$ cat config.mk
export PLATFORM = sky130hd
export DESIGN_NAME = kb_sync_filter
export DESIGN_NICKNAME = d
export VERILOG_FILES = /design/src/rtl/kb_sync_filter.sv
export SDC_FILE = /design/constraint.sdc
export NUM_CORES = 1
export LEC_CHECK = 0
export CAP_MARGIN = 25
export CORE_ASPECT_RATIO = 1.25
export CORE_MARGIN = 2
export CORE_UTILIZATION = 50
export CTS_CLUSTER_DIAMETER = 200
export DETAILED_ROUTE_END_ITERATION = 16
export GPL_TIMING_DRIVEN = 0
export MAX_ROUTING_LAYER = met4
export PLACE_DENSITY = 0.88
export SYNTH_ARGS = -nofsm -noshare
export SYNTH_HDL_FRONTEND = slang
export SYNTH_SLANG_ARGS = --single-unit
export TNS_END_PERCENT = 30
$ cat constraint.sdc
create_clock -name clk -period 2.11 [get_ports clk]
set_input_delay 0.422 -clock clk [delete_from_list [all_inputs] [get_ports clk]]
set_output_delay 0.422 -clock clk [all_outputs]
set_load 0.1 [all_outputs]
$ cat src/rtl/kb_sync_filter.sv
// Multi-channel pin conditioner: synchroniser chain, stability filter, rise/fall
// pulse generation and a saturating per-channel glitch counter.
module kb_sync_filter #(
    parameter int                NUM_CH      = 2,
    parameter int                SYNC_STAGES = 2,
    parameter int                FILTER_LEN  = 4,
    parameter logic [NUM_CH-1:0] RESET_VAL   = '1
) (
    input  logic                  clk,
    input  logic                  rst,
    input  logic [NUM_CH-1:0]     async_in,
    input  logic                  cnt_clr,
    output logic [NUM_CH-1:0]     sync_out,
    output logic [NUM_CH-1:0]     filt_out,
    output logic [NUM_CH-1:0]     rise_pulse,
    output logic [NUM_CH-1:0]     fall_pulse,
    output logic [NUM_CH*8-1:0]   glitch_cnt
);

    localparam int             CW      = (FILTER_LEN > 1) ? $clog2(FILTER_LEN) : 1;
    localparam logic [CW-1:0]  CNT_MAX = CW'(FILTER_LEN - 1);

    for (genvar i = 0; i < NUM_CH; i++) begin : g_ch
        // chain[0] is the only flop fed asynchronously; the whole chain is
        // kept together so placement treats it as one metastability group.
        (* async_reg = "true" *) logic [SYNC_STAGES-1:0] chain;
        logic          sync_bit;
        logic          filt;
        logic          rise;
        logic          fall;
        logic [CW-1:0] cnt;
        logic [7:0]    gcnt;
        logic          mismatch;
        logic          glitch;

        assign sync_bit = chain[SYNC_STAGES-1];
        assign mismatch = (sync_bit != filt);
        assign glitch   = !mismatch && (cnt != '0);

        // NOTE: all state updates use <= so every flop samples pre-edge values.
        always_ff @(posedge clk) begin
            if (rst) begin
                chain <= {SYNC_STAGES{RESET_VAL[i]}};
            end else begin
                chain <= {chain[SYNC_STAGES-2:0], async_in[i]};
            end
        end

        always_ff @(posedge clk) begin
            if (rst) begin
                filt <= RESET_VAL[i];
                cnt  <= '0;
                rise <= 1'b0;
                fall <= 1'b0;
            end else begin
                rise <= 1'b0;
                fall <= 1'b0;
                if (mismatch) begin
                    if (cnt == CNT_MAX) begin
                        filt <= sync_bit;
                        cnt  <= '0;
                        rise <= sync_bit;
                        fall <= ~sync_bit;
                    end else begin
                        cnt <= cnt + CW'(1);
                    end
                end else if (glitch) begin
                    cnt <= '0;
                end
            end
        end

        // A clear coinciding with a completed glitch leaves the count at zero.
        always_ff @(posedge clk) begin
            if (rst || cnt_clr) begin
                gcnt <= '0;
            end else if (glitch && gcnt != 8'hFF) begin
                gcnt <= gcnt + 8'd1;
            end
        end

        assign sync_out[i]         = sync_bit;
        assign filt_out[i]         = filt;
        assign rise_pulse[i]       = rise;
        assign fall_pulse[i]       = fall;
        assign glitch_cnt[8*i +: 8] = gcnt;
    end

endmodule

Word level (Yosys, flattened, before mapping)
Index checks and enable logic that the tools add are counted.

Register bits after elaboration: 30. Input bits: 5. Output and inout port bits: 24. Logic and storage cells: 49.

Add/subtract/negate cells: 4. Equal/unequal tests: 6. Muxes and demuxes: 6. Bitwise gates (word level): 6. Reductions and logical operators: 15.

Operators with widths (count): $add 8x1->8 const B (2); $ne 8x8->1 const B (2); $mux 2 (6); $reduce_bool 2->1 (4); $not 1->1 (6); $reduce_or 3->1 (2); $add 2x1->2 const B (2); $eq 2x2->1 const B (2); $logic_and 1x1->1 (4); $reduce_and 2->1 (2); $logic_not 1->1 (2); $ne 1x1->1 (2); $logic_or 1x1->1 (1).

Longest topological paths before layout
Gate-level depths: netlist (run 1).

Depth after elaboration: 5. Mapped depth: 6.

Worst setup path after synthesis (run 1)
OpenSTA, ideal clock, no wires.

Path type: reg-to-reg. Start point: register g_ch[0].gcnt[0]. End point: register g_ch[0].gcnt[6]. Setup time: 0.086 ns. Data arrival time: 2.019 ns. Required time: 2.024 ns. Setup slack: 0.005 ns. Stages on the path, launching flop included: 6. Path buffers: 0. Period minus slack after synthesis: 2.105 ns. Cell sequence: dfxtp_1 -> ha_1 -> nand2_1 -> nor4_1 -> nor2_1 -> a211oi_1.

Cells in the longest elaborated chain, start to end: 2. Elaborated cells on any way between the ends: 3.

Ends and longest elaborated chain: start: declaration (line 32) `logic [7:0] gcnt;`; start signal: assignment (line 78) `gcnt <= gcnt + 8'd1;`; parallel branches: the longest is 2 deep, another holds $add 8x1->8.

Several ways; the timed one is not identified. A chain may end at the register's enable or synchronous reset.

Worst setup path after layout (run 1)
Start point: register g_ch[1].gcnt[4]. End point: output port glitch_cnt[12].

RTL lines: start: declaration (line 32); start signal: assignment (line 78); end: declaration (line 17) `output logic [NUM_CH*8-1:0] glitch_cnt`.

No word-level cell between the ends.

==> results of run 1 <==
==> per-layer routing <==
| metal | share of wire, % | wire length (um) |
|---|---|---|
| met1 | 40 | 1180 |
| met2 | 51 | 1500 |
| met3 | 5.2 | 153 |
| met4 | 3.9 | 115 |
| met5 | 0 | 0 |
==> path summary, 6_finish.rpt <==
| check | to | slack, ps | cells past startpoint | from |
|---|---|---|---|---|
| worst min register to register | g_ch[1].chain[1] | 420 | 1 | g_ch[1].chain[0] |
| worst max-delay path | glitch_cnt[12] | 50 | 1 | g_ch[1].gcnt[4] |
| worst min-delay path | g_ch[1].chain[1] | 420 | 1 | g_ch[1].chain[0] |
| worst max register to register | g_ch[1].gcnt[3] | 360 | 6 | g_ch[1].cnt[0] |
==> layout by cell type, fill, tap and decap left out, drive strengths merged, types with 7 or more instances in the layout <==
cell type	instances
dfxtp	30
buf	14
nor2	12
nand2	12
clkbuf	12
nand3	8
dlygate4sd2	8
nor3	7
clkdlybuf4s15	7
==> power groups by stage <==
stage | registers (W) | clock network, W | logic (W)
floorplan | 0.000601 | 0 | 0.0000543
global placement | 0.000593 | 0 | 0.0000837
detailed placement | 0.000594 | 0 | 0.0000860
CTS | 0.000581 | 0.000382 | 0.0000854
global route | 0.000582 | 0.000406 | 0.0000924
finish | 0.000580 | 0.000365 | 0.0000846
==> sequential cells by signal (all words and copies together), names as in the netlist <==
register    flops
g_ch.rise       2
g_ch.gcnt      16
g_ch.chain      4
g_ch.cnt        4
g_ch.filt       2
g_ch.fall       2
==> area by class of cell <==
class                      count  area, um2  share of cell area [%]
clock inverter                 2       12.5                   0.702
clock buffer                   6       51.3                    2.88
buffer                        11       71.3                    4.00
sequential                    30        601                    33.7
multi-input combinational    108        743                    41.7
timing repair buffer          28        241                    13.6
inverter                       5       18.8                    1.05
tap                           34       42.5                    2.39
==> metrics by stage <==
stage	power, W	util, %	setup TNS, ps
3_3_place_gp	0.000677	64.9	-51.9
3_5_place_dp	0.000680	64.9	-117
5_1_grt	0.00108	65.8	0
4_1_cts	0.00105	66.2	0
2_1_floorplan	0.000655	-	0
6_report	0.00103	65.8	0
==> cell families (layout without fill, tap and decap cells) <==
logic type / count (synthesis) / after routing / share of synthesized area, %
and+or+nand+nor: 71 / 71 / 27.6
AOI/OAI and AO/OA: 23 / 23 / 12.9
xor gates and xnor gates: 6 / 6 / 4.71
buffers and inverters: 16 / 52 / 6.28
DFF: 30 / 30 / 41.9
adders and majority gates: 6 / 6 / 5.24
muxes: 2 / 2 / 1.40
==> reports/qor.yml, run 1 <==
run_status:
  outcome: "completed"
synthesis:
  synth_seq_cells: 30
  synthTopCellsByArea: "dfxtp_1, ha_1, buf_4"
  async_flop_share_pct: 0
  ys_seq_area_share_pct: 41.9
  synth_common_cells: "dfxtp_1, nand2_1, nor2_1, buf_4, nand3_1"
  syn-mean-instance-area_um2: 9.31
  synth_edf_count: 0
  synth_top_area_cell: "dfxtp_1"
  syn-cell-area_um2: 1430
  yosysMostFrequentCell: "dfxtp_1"
  synth-main-ff-cell: "dfxtp_1"
  synth_cell_types: 39
  yosys_warnings: 0
  synth_top_area_share_pct: 41.9
  syn_inst: 154
  synth_fp_nets: 165
sta:
  finalSetupViolCount: 0
  period_share_pct: 97.8
  fin_hold_ws_ps: 421
  finalHoldViolations: 0
  rsz0062_at_grt: "false"
  finalMaxSlewViolations: 0
  tightest_slew_ps: 963
  setup_ws_ps: 46.5
  fmax_mhz: 485
  max_slew_margin_pct: 36.0
  fin_skew_ps: 6.43
  finalCriticalPeriod_ps: 2060
setup_path:
  slowest_stage: "clkdlybuf4s15_1"
  crit_path_cell_trace: "clkdlybuf4s15_1"
  worst-path-buf-inv: 1
  critical-path-max-stage-delay_ps: 870
  cp_top_family: "buffers and inverters"
  end_kind: "output port"
  cp_max_fo: 6
  setup.worst_path.start_class: "flop"
  critPathArrivalTime_ps: 1640
  cp.required_ps: 1690
  crit_type: "reg -> out"
die:
  num_rows: 21
  boundaryPins: 29
  die_x_um: 51.9
  dieArea_um2: 3310
  die_y_um: 63.9
  start_util_pct: 53.0
  coreArea_um2: 2710
placed_design:
  gp_congestion: 0.871
  place_area_um2: 1760
  post-place-ws_ps: -41.0
  io_buffers: 28
  dpl.hpwl_mm: 2.17
  dp_cells: 216
hold_path:
  hold_path_class: "reg -> reg"
detailed_routing:
  first_pass_iters: 4
  vias: 1251
  drtIter0Drc: 31
  routed_wirelength_mm: 2.94
  drcViolationCount: 0
  wire_per_inst_um: 13.1
  ant_nets: 0
  avgViaCountPerCell: 5.58
grt:
  antenna_found_initial: 0
  met1_usage_pct: 20.0
  use_met2_pct: 33.2
  grt_pass1_vias: 1237
  grt_overflow: 0
  grt_max_degree: 11
  grt_first_pass_wirelength_mm: 4.84
  grt-busiest-layer: "met2"
  gr-usage-met3_pct: 6.54
  grt.total_usage_pct: 20.1
power:
  p_comb_share_pct: 8.2
  pwr-share-seq_pct: 56.4
  p_switching_w: 0.000267
  p_int_w: 0.000763
  p_sw_share_pct: 25.9
  ir_worst_vdd_v: 0.000552
  powerDensity_nw_per_um2: 578
  clockPowerShare_pct: 35.4
  p_leak_nw: 0.756
clock_tree:
  post_cts_resized: 31
  h-tree-depth: 2
  postCtsHoldBufs: 0
  cts_buffer_depth: 2
  cts_buffers: 5
  clk_pin_slew_worst_paths_ps: 100
  cts_sinks: 30
  clk_latency_ps: 330
  cts_setup_buffers: 0
  cts_tree: "yes"
  cts_root_buf: "clkbuf_4"
finish:
  syn_to_final_growth_pct: 24.3
  final_area_um2: 1780
  fin_nets: 200
  nFillCells: 239
  drive_above_1_share_pct: 21.6
  final_cells: 224
  antennaDiodeCount: 0
run:
  maxCapViolations: 0
Note: power is estimated with default switching activity, not from simulation.
==> run 2, diff against run 1 <==
Settings changed: CORE_ASPECT_RATIO 1.25 to 1.75.
==> run 2 against run 1 <==
Net effect: sequential share of layout area fell by 0.85 points; non-clock buffer count is the same; sequential cell count unchanged; routed wire length grew 13%; largest cell class unchanged; highest routed layer unchanged; critical endpoint is now glitch_cnt[3]; clock skew up 1.7 ps; sequential power hardly changed; register-to-register slack got worse by 80 ps.
==> reports/qor.yml, run 2 (synthesis gave the netlist of run 1 again) <==
run_status:
  outcome: "completed"  # unchanged
grt:
  grt_overflow: 0  # unchanged
  antenna_found_initial: 0  # unchanged
  grt.total_usage_pct: 22.5  # was 20.1%
  grt_first_pass_wirelength_mm: 5.36  # was 4.84 mm
  grt_pass1_vias: 1252  # was 1237
  grt_max_degree: 11  # unchanged
clock_tree:
  cts_setup_buffers: 0  # unchanged
  cts_sinks: 30  # unchanged
  postCtsHoldBufs: 0  # unchanged
  clk_latency_ps: 290  # was 330 ps
  cts_tree: "yes"  # unchanged
  cts_buffers: 5  # unchanged
  clk_pin_slew_worst_paths_ps: 70  # was 100 ps
  h-tree-depth: 2  # unchanged
  cts_root_buf: "clkbuf_8"  # was clkbuf_4
  cts_buffer_depth: 2  # unchanged
  post_cts_resized: 31  # unchanged
die:
  die_x_um: 44.5  # was 51.9 um
  coreArea_um2: 2720  # was 2710 um2
  boundaryPins: 29  # unchanged
  dieArea_um2: 3330  # was 3310 um2
  die_y_um: 74.8  # was 63.9 um
  start_util_pct: 52.7  # was 53.0%
  num_rows: 25  # was 21
hold_path:
  hold_path_class: "reg -> reg"  # unchanged
sta:
  fin_tns_setup_ps: 0  # unchanged
  finalCriticalPeriod_ps: 2050  # was 2060 ps
  finalSetupViolCount: 0  # unchanged
  tightest_slew_ps: 969  # was 963 ps
  finalMaxSlewViolations: 0  # unchanged
  period_share_pct: 97.0  # was 97.8%
  finalHoldViolations: 0  # unchanged
  rsz0062_at_grt: "false"  # unchanged
  fin_hold_ws_ps: 402  # was 421 ps
  max_slew_margin_pct: 35.7  # was 36.0%
  setup_ws_ps: 64.0  # was 46.5 ps
  fmax_mhz: 489  # was 485 MHz
  fin_skew_ps: 8.11  # was 6.43 ps
placed_design:
  io_buffers: 28  # unchanged
  post-place-ws_ps: -55.6  # was -41.0 ps
  dpl.hpwl_mm: 2.41  # was 2.17 mm
  gp_congestion: 0.790  # was 0.871
  dp_cells: 209  # was 216
setup_path:
  crit_type: "reg -> out"  # unchanged
  cp_top_family: "buffers and inverters"  # unchanged
  cp_max_fo: 7  # was 6
  end_kind: "output port"  # unchanged
  critPathLaunch: "g_ch[0].gcnt[3]"  # was g_ch[1].gcnt[4]
  critical-path-max-stage-delay_ps: 890  # was 870 ps
  reg2reg_depth: 6  # unchanged
  reg2reg_to: "g_ch[1].gcnt[7]"  # was g_ch[1].gcnt[3]
  cp.required_ps: 1690  # about the same
  worst-path-buf-inv: 1  # unchanged
  crit_path_cell_trace: "dlygate4sd2_1"  # was clkdlybuf4s15_1
  crit_path_end: "glitch_cnt[3]"  # was glitch_cnt[12]
  critPathArrivalTime_ps: 1620  # was 1640 ps
  setup.worst_path.start_class: "flop"  # unchanged
  r2r_start: "g_ch[1].cnt[0]"  # unchanged
  slowest_stage: "dlygate4sd2_1"  # was clkdlybuf4s15_1
  r2r_setup_slack_ps: 280  # was 360 ps
  cp.depth: 1  # unchanged
finish:
  drive_above_1_share_pct: 19.5  # was 21.6%
  fin_nets: 200  # unchanged
  nFillCells: 227  # was 239
  largest_reg_flops: 16  # unchanged
  layout.area.seq_um2: 601  # unchanged
  largest_register: "g_ch.gcnt"  # unchanged
  final_cells: 217  # was 224
  final_common_cell: "dfxtp_1"  # unchanged
  mostFrequentLayoutCells: "dfxtp_1, dlygate4sd2_1, buf_4"  # was dfxtp_1, buf_4, nor2_1, nand2_1
  multi_input_area_um2: 743  # unchanged
  reg.largest.list: "g_ch.gcnt: 16 flops, g_ch.chain: 4 flops, g_ch.cnt: 4 flops"  # unchanged
  antennaDiodeCount: 0  # unchanged
  syn_to_final_growth_pct: 27.5  # was 24.3%
run:
  maxCapViolations: 0  # unchanged
detailed_routing:
  drtIter0Drc: 45  # was 31
  routed_wirelength_mm: 3.32  # was 2.94 mm
  ant_nets: 0  # unchanged
  avgViaCountPerCell: 6.00  # was 5.58
  first_pass_iters: 4  # unchanged
  wire_per_inst_um: 15.3  # was 13.1 um
  vias: 1303  # was 1251
  drcViolationCount: 0  # unchanged
power:
  ir_worst_vdd_v: 0.000475  # was 0.000552 V
  finalPower_w: 0.00124  # was 0.00103 W
  powerDensity_nw_per_um2: 680  # was 578 nW/um2
  p_leak_nw: 0.809  # was 0.756 nW
## run 2: cell count changes in the layout (fill, tap and decap cells not counted), moves of 4 or more
cell             before  now
clkbuf_8              1    5
clkbuf_2              4    0
clkbuf_4              5    0
dlygate4sd2_1         8   16
clkdlybuf4s15_1       4    0
## run 2: stage by stage
step           cell area (um2)  util (%)
2_1_floorplan             1430         -
3_3_place_gp              1750      64.2
3_5_place_dp              1750      64.2
4_1_cts                   1830      67.2
5_1_grt                   1830      67.2
6_report                  1830      67.2
## run 2: final cells by class
class	count	area share, %
well taps	27	1.85
inverters	5	1.03
plain buffers	11	3.90
repair buffers	28	13.8
multi-input cells	108	40.7
clock buffers	5	3.76
flip-flops and latches	30	32.9
clock inverters	3	2.19
## run 2: where the power goes
| part | internal (W) | leakage, nW | switching [W] | total (W) |
|---|---|---|---|---|
| clock network | 0.000347 | 0.0579 | 0.000227 | 0.000574 |
| registers | 0.000574 | 0.243 | 0.00000778 | 0.000581 |
| logic | 0.0000304 | 0.508 | 0.0000572 | 0.0000876 |
## run 2: how the worst min path moves through the flow
| stage | startpoint | endpoint | slack, ps | cells past startpoint |
|---|---|---|---|---|
| 3_3_place_gp | g_ch[0].chain[0] | g_ch[0].chain[1] | 390 | 1 |
| 5_1_grt | g_ch[0].chain[0] | g_ch[0].chain[1] | 410 | 1 |
| 3_5_place_dp | g_ch[0].chain[0] | g_ch[0].chain[1] | 400 | 1 |
| 2_1_floorplan | g_ch[0].chain[0] | g_ch[0].chain[1] | 390 | 1 |
| 6_report | g_ch[0].chain[0] | g_ch[0].chain[1] | 400 | 1 |
| 4_1_cts | g_ch[0].chain[0] | g_ch[0].chain[1] | 410 | 1 |
## run 2: layer usage
| metal | track usage, % | vias to the layer above | part of all wire, % |
|---|---|---|---|
| li1 | - | 621 | - |
| met1 | 22.9 | 626 | 38 |
| met2 | 36.7 | 43 | 54 |
| met3 | 5.76 | 13 | 4.3 |
| met4 | 15.5 | 0 | 3.2 |
| met5 | - | - | 0 |
==> run 3, diff against run 2 <==
Settings changed: CELL_PAD_IN_SITES_DETAIL_PLACEMENT set to 1, CELL_PAD_IN_SITES_GLOBAL_PLACEMENT set to 1, CORE_UTILIZATION 50 to 38.
==> run 3 against run 2 <==
Net effect: clock-buffer cell count did not move; non-clock buffer count did not move; die area rose by 29%; setup slack improved by 4.2 ps; routed wire length rose by 2.5%; maximum frequency rose by 0.21%; critical path type unchanged; critical endpoint is now glitch_cnt[10]; largest power group unchanged; highest routed layer unchanged.
==> reports/qor.yml, run 3 (synthesis gave the netlist of run 1 again) <==
hold_path:
  hold_path_class: "reg -> reg"  # unchanged
  hold_path.startpoint: "g_ch[0].chain[0]"  # unchanged
power:
  ir_worst_vdd_v: 0.000591  # was 0.000475 V
  powerDensity_nw_per_um2: 601  # was 680 nW/um2
  p_leak_nw: 0.791  # was 0.809 nW
  finalPower_w: 0.00109  # was 0.00124 W
detailed_routing:
  drtIter0Drc: 18  # was 45
  routed_wirelength_mm: 3.41  # was 3.32 mm
  avgViaCountPerCell: 5.23  # was 6.00
  first_pass_iters: 4  # unchanged
  ant_nets: 0  # unchanged
  drcViolationCount: 0  # unchanged
  vias: 1230  # was 1303
  wire_per_inst_um: 14.5  # was 15.3 um
finish:
  antennaDiodeCount: 0  # unchanged
  nFillCells: 437  # was 227
  reg.largest.list: "g_ch.gcnt: 16 flops, g_ch.chain: 4 flops, g_ch.cnt: 4 flops"  # unchanged
  final_common_cell: "dfxtp_1"  # unchanged
  final_area_um2: 1820  # was 1830 um2
  fin_util_pct: 50.2  # was 67.2%
  syn_to_final_growth_pct: 27.1  # was 27.5%
  layout.area.seq_um2: 601  # unchanged
  fin_nets: 200  # unchanged
  mostFrequentLayoutCells: "dfxtp_1, dlygate4sd2_1, buf_4"  # unchanged
  final_cells: 235  # was 217
  largest_register: "g_ch.gcnt"  # unchanged
  largest_reg_flops: 16  # unchanged
  multi_input_area_um2: 743  # unchanged
  drive_above_1_share_pct: 19.0  # was 19.5%
setup_path:
  critPathArrivalTime_ps: 1620  # about the same
  slowest_stage: "dlygate4sd2_1"  # unchanged
  critical-path-max-stage-delay_ps: 890  # about the same
  worst-path-buf-inv: 1  # unchanged
  end_kind: "output port"  # unchanged
  critPathLaunch: "g_ch[1].gcnt[2]"  # was g_ch[0].gcnt[3]
  cp_max_fo: 7  # unchanged
  crit_path_cell_trace: "dlygate4sd2_1"  # unchanged
  cp.required_ps: 1690  # about the same
  r2r_start: "g_ch[1].cnt[0]"  # unchanged
  setup.worst_path.start_class: "flop"  # unchanged
  crit_type: "reg -> out"  # unchanged
  cp_top_family: "buffers and inverters"  # unchanged
die:
  start_util_pct: 39.5  # was 52.7%
  boundaryPins: 29  # unchanged
  die_x_um: 50.4  # was 44.5 um
  num_rows: 29  # was 25
  die_y_um: 85.3  # was 74.8 um
  dieArea_um2: 4300  # was 3330 um2
  coreArea_um2: 3630  # was 2720 um2
grt:
  grt.total_usage_pct: 18.1  # was 22.5%
  grt_overflow: 0  # unchanged
  antenna_found_initial: 0  # unchanged
  grt_pass1_vias: 1296  # was 1252
  grt_max_degree: 11  # unchanged
  grt_first_pass_wirelength_mm: 5.83  # was 5.36 mm
sta:
  finalMaxSlewViolations: 0  # unchanged
  finalCriticalPeriod_ps: 2040  # was 2050 ps
  setup_ws_ps: 68.2  # was 64.0 ps
  tightest_slew_ps: 968  # was 969 ps
  finalHoldViolations: 0  # unchanged
  period_share_pct: 96.8  # was 97.0%
  fmax_mhz: 490  # was 489 MHz
  finalSetupViolCount: 0  # unchanged
  max_slew_margin_pct: 35.8  # was 35.7%
  rsz0062_at_grt: "false"  # unchanged
  fin_skew_ps: 6.11  # was 8.11 ps
clock_tree:
  clk_pin_slew_worst_paths_ps: 70  # about the same
  cts_buffer_depth: 2  # unchanged
  clk_latency_ps: 280  # was 290 ps
  cts_sinks: 30  # unchanged
  cts_setup_buffers: 0  # unchanged
  cts_tree: "yes"  # unchanged
  cts_root_buf: "clkbuf_8"  # unchanged
  cts_buffers: 5  # unchanged
  postCtsHoldBufs: 0  # unchanged
  h-tree-depth: 2  # unchanged
placed_design:
  gp_congestion: 0.856  # was 0.790
  dpl.hpwl_mm: 2.62  # was 2.41 mm
  place_area_um2: 1770  # was 1750 um2
  dp_cells: 228  # was 209
  io_buffers: 28  # unchanged
  post-place-ws_ps: -71.3  # was -55.6 ps
run:
  maxCapViolations: 0  # unchanged
run_status:
  outcome: "completed"  # unchanged
## run 3: routing by layer
layer / track usage [%] / vias to the layer above / part of all wire, %
met3: 3.70 / 9 / 2.5
li1: - / 612 / -
met1: 18.3 / 590 / 39
met2: 32.3 / 19 / 57
met4: 8.60 / 0 / 2.4
met5: - / - / 0
## run 3: final timing paths
path,endpoint,slack (ps),cells after the start
worst min register to register,g_ch[0].chain[1],420,1
worst min-delay path,g_ch[0].chain[1],420,1
worst max register to register,g_ch[1].gcnt[5],310,6
worst max-delay path,glitch_cnt[10],70,1
## run 3: through the flow
stage / TNS, ps / hold WS [ps]
after floorplan: 0 / 389
after global placement: -85.5 / 392
after detailed placement: -174 / 407
after CTS: 0 / 424
after global routing: 0 / 447
final: 0 / 420
## run 3: repair_timing
action	4_1_cts	5_1_grt
setup endpoints to repair	24	1
resized for setup	31	1
pin swaps	0	0
hold endpoints to repair	0	0
gates cloned	0	0
## run 3: report_power, final
part / internal [W] / switching, W
clock: 0.000221 / 0.000206
sequential: 0.000574 / 0.00000795
combinational: 0.0000304 / 0.0000566
## run 3: cell type report
class,count,area share (%)
Timing Repair Buffer,28,13.9
Sequential cell,30,32.9
Clock inverter,2,0.549
Clock buffer,5,3.77
Buffer,11,3.91
Inverter,5,1.03
Tap cell,46,3.16
Multi-Input combinational cell,108,40.8
